### config.mk
export PLATFORM = sky130hd
export DESIGN_NAME = stavka_c
export DESIGN_NICKNAME = d
export VERILOG_FILES = /design/src/rtl/stavka_c.sv
export SDC_FILE = /design/constraint.sdc
export NUM_CORES = 1
export LEC_CHECK = 0
export BUFFER_PORTS_ARGS = -buffer_cell sky130_fd_sc_hd__buf_4
export CELL_PAD_IN_SITES_DETAIL_PLACEMENT = 0
export CELL_PAD_IN_SITES_GLOBAL_PLACEMENT = 2
export CORE_ASPECT_RATIO = 0.9
export CORE_MARGIN = 5
export CORE_UTILIZATION = 33
export CTS_CLUSTER_SIZE = 8
export DETAILED_ROUTE_END_ITERATION = 10
export PLACE_DENSITY_LB_ADDON = 0.1
export SYNTH_ARGS = -nofsm -noshare
export SYNTH_HDL_FRONTEND = slang
export SYNTH_SLANG_ARGS = --single-unit
export TNS_END_PERCENT = 1
### constraint.sdc
create_clock -name clk -period 4 [get_ports clk]
set_input_delay 0.4 -clock clk [delete_from_list [all_inputs] [get_ports clk]]
set_output_delay 0.4 -clock clk [all_outputs]
set_load 0.01 [all_outputs]
### src/rtl/stavka_c.sv
// stavka_c: 4-bit registered shifter/doubler with an operation counter.
// One opcode per clock; data_out is fully registered.
module stavka_c #(
    parameter int WIDTH     = 4,
    parameter int CNT_WIDTH = 4
) (
    input  logic             clk,
    input  logic             rst_n,
    input  logic [WIDTH-1:0] data_in,
    input  logic [2:0]       control,
    output logic [WIDTH-1:0] data_out
);

    typedef enum logic [2:0] {
        OP_NOP  = 3'b000,
        OP_LOAD = 3'b001,
        OP_SHL  = 3'b010,
        OP_SHR  = 3'b011,
        OP_ROL  = 3'b100,
        OP_ROR  = 3'b101,
        OP_DBL  = 3'b110,
        OP_RDC  = 3'b111
    } op_t;

    op_t                  op;
    logic [WIDTH-1:0]     r;
    logic [WIDTH-1:0]     r_next;
    logic [CNT_WIDTH-1:0] cnt;
    logic                 cnt_inc;
    logic [WIDTH-1:0]     cnt_ext;

    assign op      = op_t'(control);
    assign cnt_ext = WIDTH'(cnt);

    always_comb begin
        r_next  = r;
        cnt_inc = 1'b1;
        unique case (op)
            OP_NOP:  cnt_inc = 1'b0;
            OP_LOAD: r_next = data_in;
            OP_SHL:  r_next = {r[WIDTH-2:0], 1'b0};
            OP_SHR:  r_next = {1'b0, r[WIDTH-1:1]};
            OP_ROL:  r_next = {r[WIDTH-2:0], r[WIDTH-1]};
            OP_ROR:  r_next = {r[0], r[WIDTH-1:1]};
            OP_DBL:  r_next = {data_in[WIDTH-2:0], 1'b0};
            OP_RDC:  cnt_inc = 1'b0;
            default: cnt_inc = 1'b0;
        endcase
    end

    // rst_n is active-high here; the name is historical
    always_ff @(posedge clk) begin
        if (rst_n) begin
            r        <= '0;
            cnt      <= '0;
            data_out <= '0;
        end else begin
            r        <= r_next;
            cnt      <= cnt + CNT_WIDTH'(cnt_inc);
            data_out <= (op == OP_RDC) ? cnt_ext : r_next;
        end
    end

endmodule

==> results of run 1 <==
## per-stage QoR
step	area [µm²]	util, %	hold WS, ns	power (mW)	cells
2_1_floorplan	649	-	0.467	0.180	69
3_3_place_gp	732	38.6	0.508	0.199	101
3_5_place_dp	732	38.6	0.493	0.197	101
4_1_cts	754	39.8	0.388	0.268	104
5_1_grt	754	39.8	0.396	0.283	104
6_report	754	39.8	0.386	0.265	104
## placed cells by master, fill, tap and decap left out, types with 2 or more instances in the layout
master    Yosys  final
o211a_1       2      2
nor2b_1       2      2
ha_1          2      2
dfxtp_1      12     12
nand3_1       2      2
mux2i_1       3      3
xnor2_1       2      2
nand2b_1      2      2
buf_4         1     12
nor3_1        7      7
o21ai_0       3      3
o22ai_1       3      3
inv_1         3      3
o211ai_1      4      4
nor2_4        4      4
clkbuf_4      0      3
nor2_1        4      4
## routing by layer
layer / vias to the layer above / global-route usage, %
met5: - / 0
met4: 0 / 3.47
met3: 5 / 6.20
met2: 13 / 13.5
met1: 210 / 13.2
li1: 269 / -
## flip-flops by register name (all words and copies together) (netlist names)
name / cells
r: 4
data_out: 4
cnt: 4
## power groups by stage
stage	clock network (mW)	logic [mW]	registers (mW)
after floorplan	0	0.0393	0.141
after global placement	0	0.0566	0.142
after detailed placement	0	0.0552	0.142
after CTS	0.0737	0.0556	0.139
after global routing	0.0807	0.0623	0.140
final	0.0706	0.0552	0.139
## how the worst min path moves through the flow
stage / from / depth (start not counted) / end / slack, ns
6_report: rst_n / 2 / cnt[2] / 0.39
5_1_grt: rst_n / 2 / cnt[2] / 0.40
4_1_cts: rst_n / 2 / cnt[2] / 0.39
3_5_place_dp: cnt[0] / 2 / data_out[0] / 0.49
3_3_place_gp: cnt[0] / 2 / data_out[0] / 0.51
2_1_floorplan: cnt[0] / 2 / data_out[0] / 0.47
## critical path, cell delays in order
cell,delay [ns]
buf_4,0.16
or3_4,0.42
and2_4,0.22
ha_1,0.20
ha_1,0.20
xnor2_1,0.15
nor2_1,0.05
## final cells by class
class / instances / area share [%]
multi-input cells: 49 / 47.6
flip-flops and latches: 12 / 31.8
repair buffers: 12 / 11.9
well taps: 25 / 4.15
clock buffers: 3 / 2.99
inverters: 3 / 1.49
## kinds of logic (layout without fill, tap and decap cells)
group,Yosys count,count (layout),share of synthesized area [%]
AND/OR/NAND/NOR,25,25,24.9
multiplexers,3,3,4.62
buffers and inverters,8,18,7.71
XOR/XNOR,3,3,4.05
AO/OA/AOI/OAI,16,16,17.9
adder cells (fa/ha/maj),2,2,3.85
flip-flops,12,12,37.0
==> flow_summary.ini, run 1 <==
[sta]
fmax_ghz = 0.613
period_share_pct = 40.8
slew_headroom_pct = 80.8
slew_violations = 0
worst_slack_ns = 2.37
period_needed_ns = 1.63
skew_ns = 0.00452
setup_viol = 0
tns_ns = 0
hold_viol_final = 0
grt_setup_unrepaired = false
tightest_slew_ns = 0.288

[place]
port_buffers = 12
post-place-ws_ns = 2.09
dp_hpwl_um = 974
gp_congestion = 0.720

[run_status]
status = complete, no violations

[synthesis]
synthFlopType = dfxtp_1
synth_edf_count = 0
synth_top_area_cell = dfxtp_1
async_reset_ff_share_pct = 0
synth_common_cells = 12 x dfxtp_1, 7 x nor3_1, 4 x nor2_1, 4 x nor2_4, 4 x o211ai_1
synth_top_area_share_pct = 37.0
synth.most_common_cell = dfxtp_1
synth.area.top_cells = dfxtp_1 37%, nor2_4 6.9%, nor3_1 5.4%
ys.warnings.count = 0
syn_area_per_cell_um2 = 9.41
ys_ff_latch = 12
syn_area_um2 = 649
synthCells = 69
seq_area_frac_synth_pct = 37.0
syn_nets = 80
synth_cell_type_count = 28

[grt]
grtUsageTotal_pct = 10.1
grt_max_degree = 14
grt-ovfl-total = 0
grt_first_pass_wirelength_um = 2230
antenna_found_initial = 0
grt_pass1_vias = 474

[clocking]
cts.sinks = 12
clockBufferDepth = 2
postCtsSetupBuffers = 0
h-tree-depth = 1
cts_buffers = 3
root_buffer = clkbuf_4
ctsResizeCount = 0
clk_pin_slew_worst_paths_ns = 0.07
clk_latency_ns = 0.27
cts_tree = yes
hold_buffers = 0

[worst_setup_path]
crit_required_ns = 4.17
cp-end-kind = register
worstRegToRegCells = 4
startpoint = control[0]
worstReg2RegStart = r[1]
endpoint = cnt[2]
cp_max_fo = 13
worstSetupPathType = in -> reg
r2r_slack_ns = 2.80
r2r_end = data_out[0]
critPathArrivalTime_ns = 1.80
startpoint_type = input pin

[final_layout]
nFillCells = 192
multi_input_area_um2 = 359
fin_nets = 92
diodes = 0
drive_gt1_share_pct = 26.6
area_growth_pct = 16.2
seqCellArea_um2 = 240

[floorplan]
initial_utilization_pct = 34.3
die_x_um = 56.8
rows = 15
dieArea_um2 = 2960
coreArea_um2 = 1900
design.portCount = 13
die_h_um = 52.1

[run]
maxCapViolations = 0

[pwr]
swShare_pct = 27.2
vdd_ir_drop_max_v = 0.000168
net-switching-power_uw = 72.1
leakage_nw = 0.302
p_int_uw = 193
power_frac_comb_pct = 20.8
clockPowerShare_pct = 26.6
p_seq_share_pct = 52.5
powerDensity_nw_per_um2 = 351

[routing]
wl_per_cell_um = 12.6
routed_wirelength_um = 1310
vias = 497
met1Wirelength_um = 683
viasPerCell = 4.78
drc = 0
drt_iter0_markers = 7
drtAntennaViolNets = 0
route.met3.wl_um = 117
dr.pass1.iters = 4
highest_layer = met4
wl_met2_um = 490

[hold_path]
hold_path.class = in -> reg
No activity file was read; power rests on OpenSTA's default activity.
==> run 2, diff against run 1 <==
- CORE_UTILIZATION: 33 -> 28
- clock period: 4 -> 1.4 ns (I/O delays scaled with it)
==> run 2 against run 1 <==
Net effect:
- worst setup slack got worse by 2.2 ns
- first-iteration DRC count decreased by 43%
- clock skew decreased by 0.0018 ns
- final area increased by 9.6%
- cell count increased by 7.7%
==> flow_summary.ini, run 2 (synthesis results as in run 1) <==
[final_layout]
nFillCells = 247
diodes = 0
area_growth_pct = 27.4
fin_nets = 98
mostFrequentLayoutCell = buf_4
drive_gt1_share_pct = 34.1
reg.largest.list = cnt: 4 flops, data_out: 4 flops, r: 4 flops
mostFrequentLayoutCells = 18 x buf_4, 12 x dfxtp_1, 7 x nor3_1
final_cells = 112
seqCellArea_um2 = 240
multi_input_area_um2 = 384

[grt]
grt_max_degree = 14
grtUsageTotal_pct = 10.1
antenna_found_initial = 0
grt-ovfl-total = 0
grt_pass1_vias = 552
grt_first_pass_wirelength_um = 2550

[floorplan]
initial_utilization_pct = 29.5
die_x_um = 60.8
die_h_um = 55.7
coreArea_um2 = 2200
dieArea_um2 = 3380
rows = 16
design.portCount = 13

[routing]
dr.pass1.iters = 4
vias = 540
routed_wirelength_um = 1490
drt_iter0_markers = 4
drc = 0
wl_per_cell_um = 13.3
viasPerCell = 4.82
drtAntennaViolNets = 0

[clocking]
clockBufferDepth = 2
hold_buffers = 0
clk_pin_slew_worst_paths_ns = 0.07
root_buffer = clkbuf_4
cts.sinks = 12
cts_tree = yes
cts_buffers = 3
h-tree-depth = 1
ctsResizeCount = 0
clk_latency_ns = 0.27
postCtsSetupBuffers = 0

[worst_setup_path]
cp-end-kind = register
worstSetupPathType = reg -> reg
crit_required_ns = 1.58
r2r_slack_ns = 0.21
cp_max_fo = 4
startpoint_type = register
critPathArrivalTime_ns = 1.37

[sta]
grt_setup_unrepaired = false
period_needed_ns = 1.19
slew_violations = 0
fmax_ghz = 0.844
hold_viol_final = 0
tightest_slew_ns = 0.246
slew_headroom_pct = 83.5
period_share_pct = 84.7
skew_ns = 0.00272
setup_viol = 0

[pwr]
powerDensity_nw_per_um2 = 959
leakage_nw = 0.328
power_uw = 793
vdd_ir_drop_max_v = 0.000550

[place]
gp_congestion = 0.758
dp.cells = 109
dp_hpwl_um = 1160
port_buffers = 12

[run_status]
status = complete, no violations

[hold_path]
hold_path.class = in -> reg

[run]
maxCapViolations = 0
## run 2: critical path: stages, from the launching register on
cell and delay [ns]:
dfxtp_1 0.44, inv_1 0.08, a21oi_1 0.16, o211ai_1 0.13
o32ai_1 0.28
## run 2: metal layers
layer / up-vias / wire length (µm) / track usage [%]
met4: 0 / 0 / 2.79
met3: 0 / 105 / 5.10
met2: 12 / 597 / 13.0
met5: - / 0 / 0
li1: 283 / - / -
met1: 245 / 790 / 14.4
## run 2: path summary, 6_finish.rpt
kind | start | cells after the start | end
min reg2reg | cnt[3] | 2 | cnt[3]
max reg2reg | r[3] | 4 | data_out[0]
max | r[3] | 4 | data_out[0]
min | rst_n | 2 | cnt[2]
## run 2: through the flow
stage | hold slack [ns] | setup TNS, ns | instance area [µm²] | setup WS, ns | utilization [%]
2_1_floorplan | 0.212 | -0.195 | 682 | -0.0872 | -
3_3_place_gp | 0.421 | -0.00562 | 805 | -0.00309 | 36.5
3_5_place_dp | 0.422 | -0.0156 | 805 | -0.00887 | 36.5
4_1_cts | 0.130 | 0 | 827 | 0.207 | 37.6
5_1_grt | 0.120 | 0 | 827 | 0.106 | 37.6
6_report | 0.134 | 0 | 827 | 0.215 | 37.6
## run 2: area by class of cell
| type | count | area share, % |
|---|---|---|
| clock buffers | 3 | 2.72 |
| flip-flops and latches | 12 | 29.0 |
| inverters | 3 | 1.36 |
| well taps | 27 | 4.08 |
| repair buffers | 18 | 16.3 |
| multi-input cells | 49 | 46.4 |
## run 2: report_power, final
part	internal, mW	total (mW)	switching [mW]
sequential	0.370	0.401	0.0304
combinational	0.0985	0.183	0.0842
clock	0.0997	0.210	0.110
total	0.569	0.793	0.225
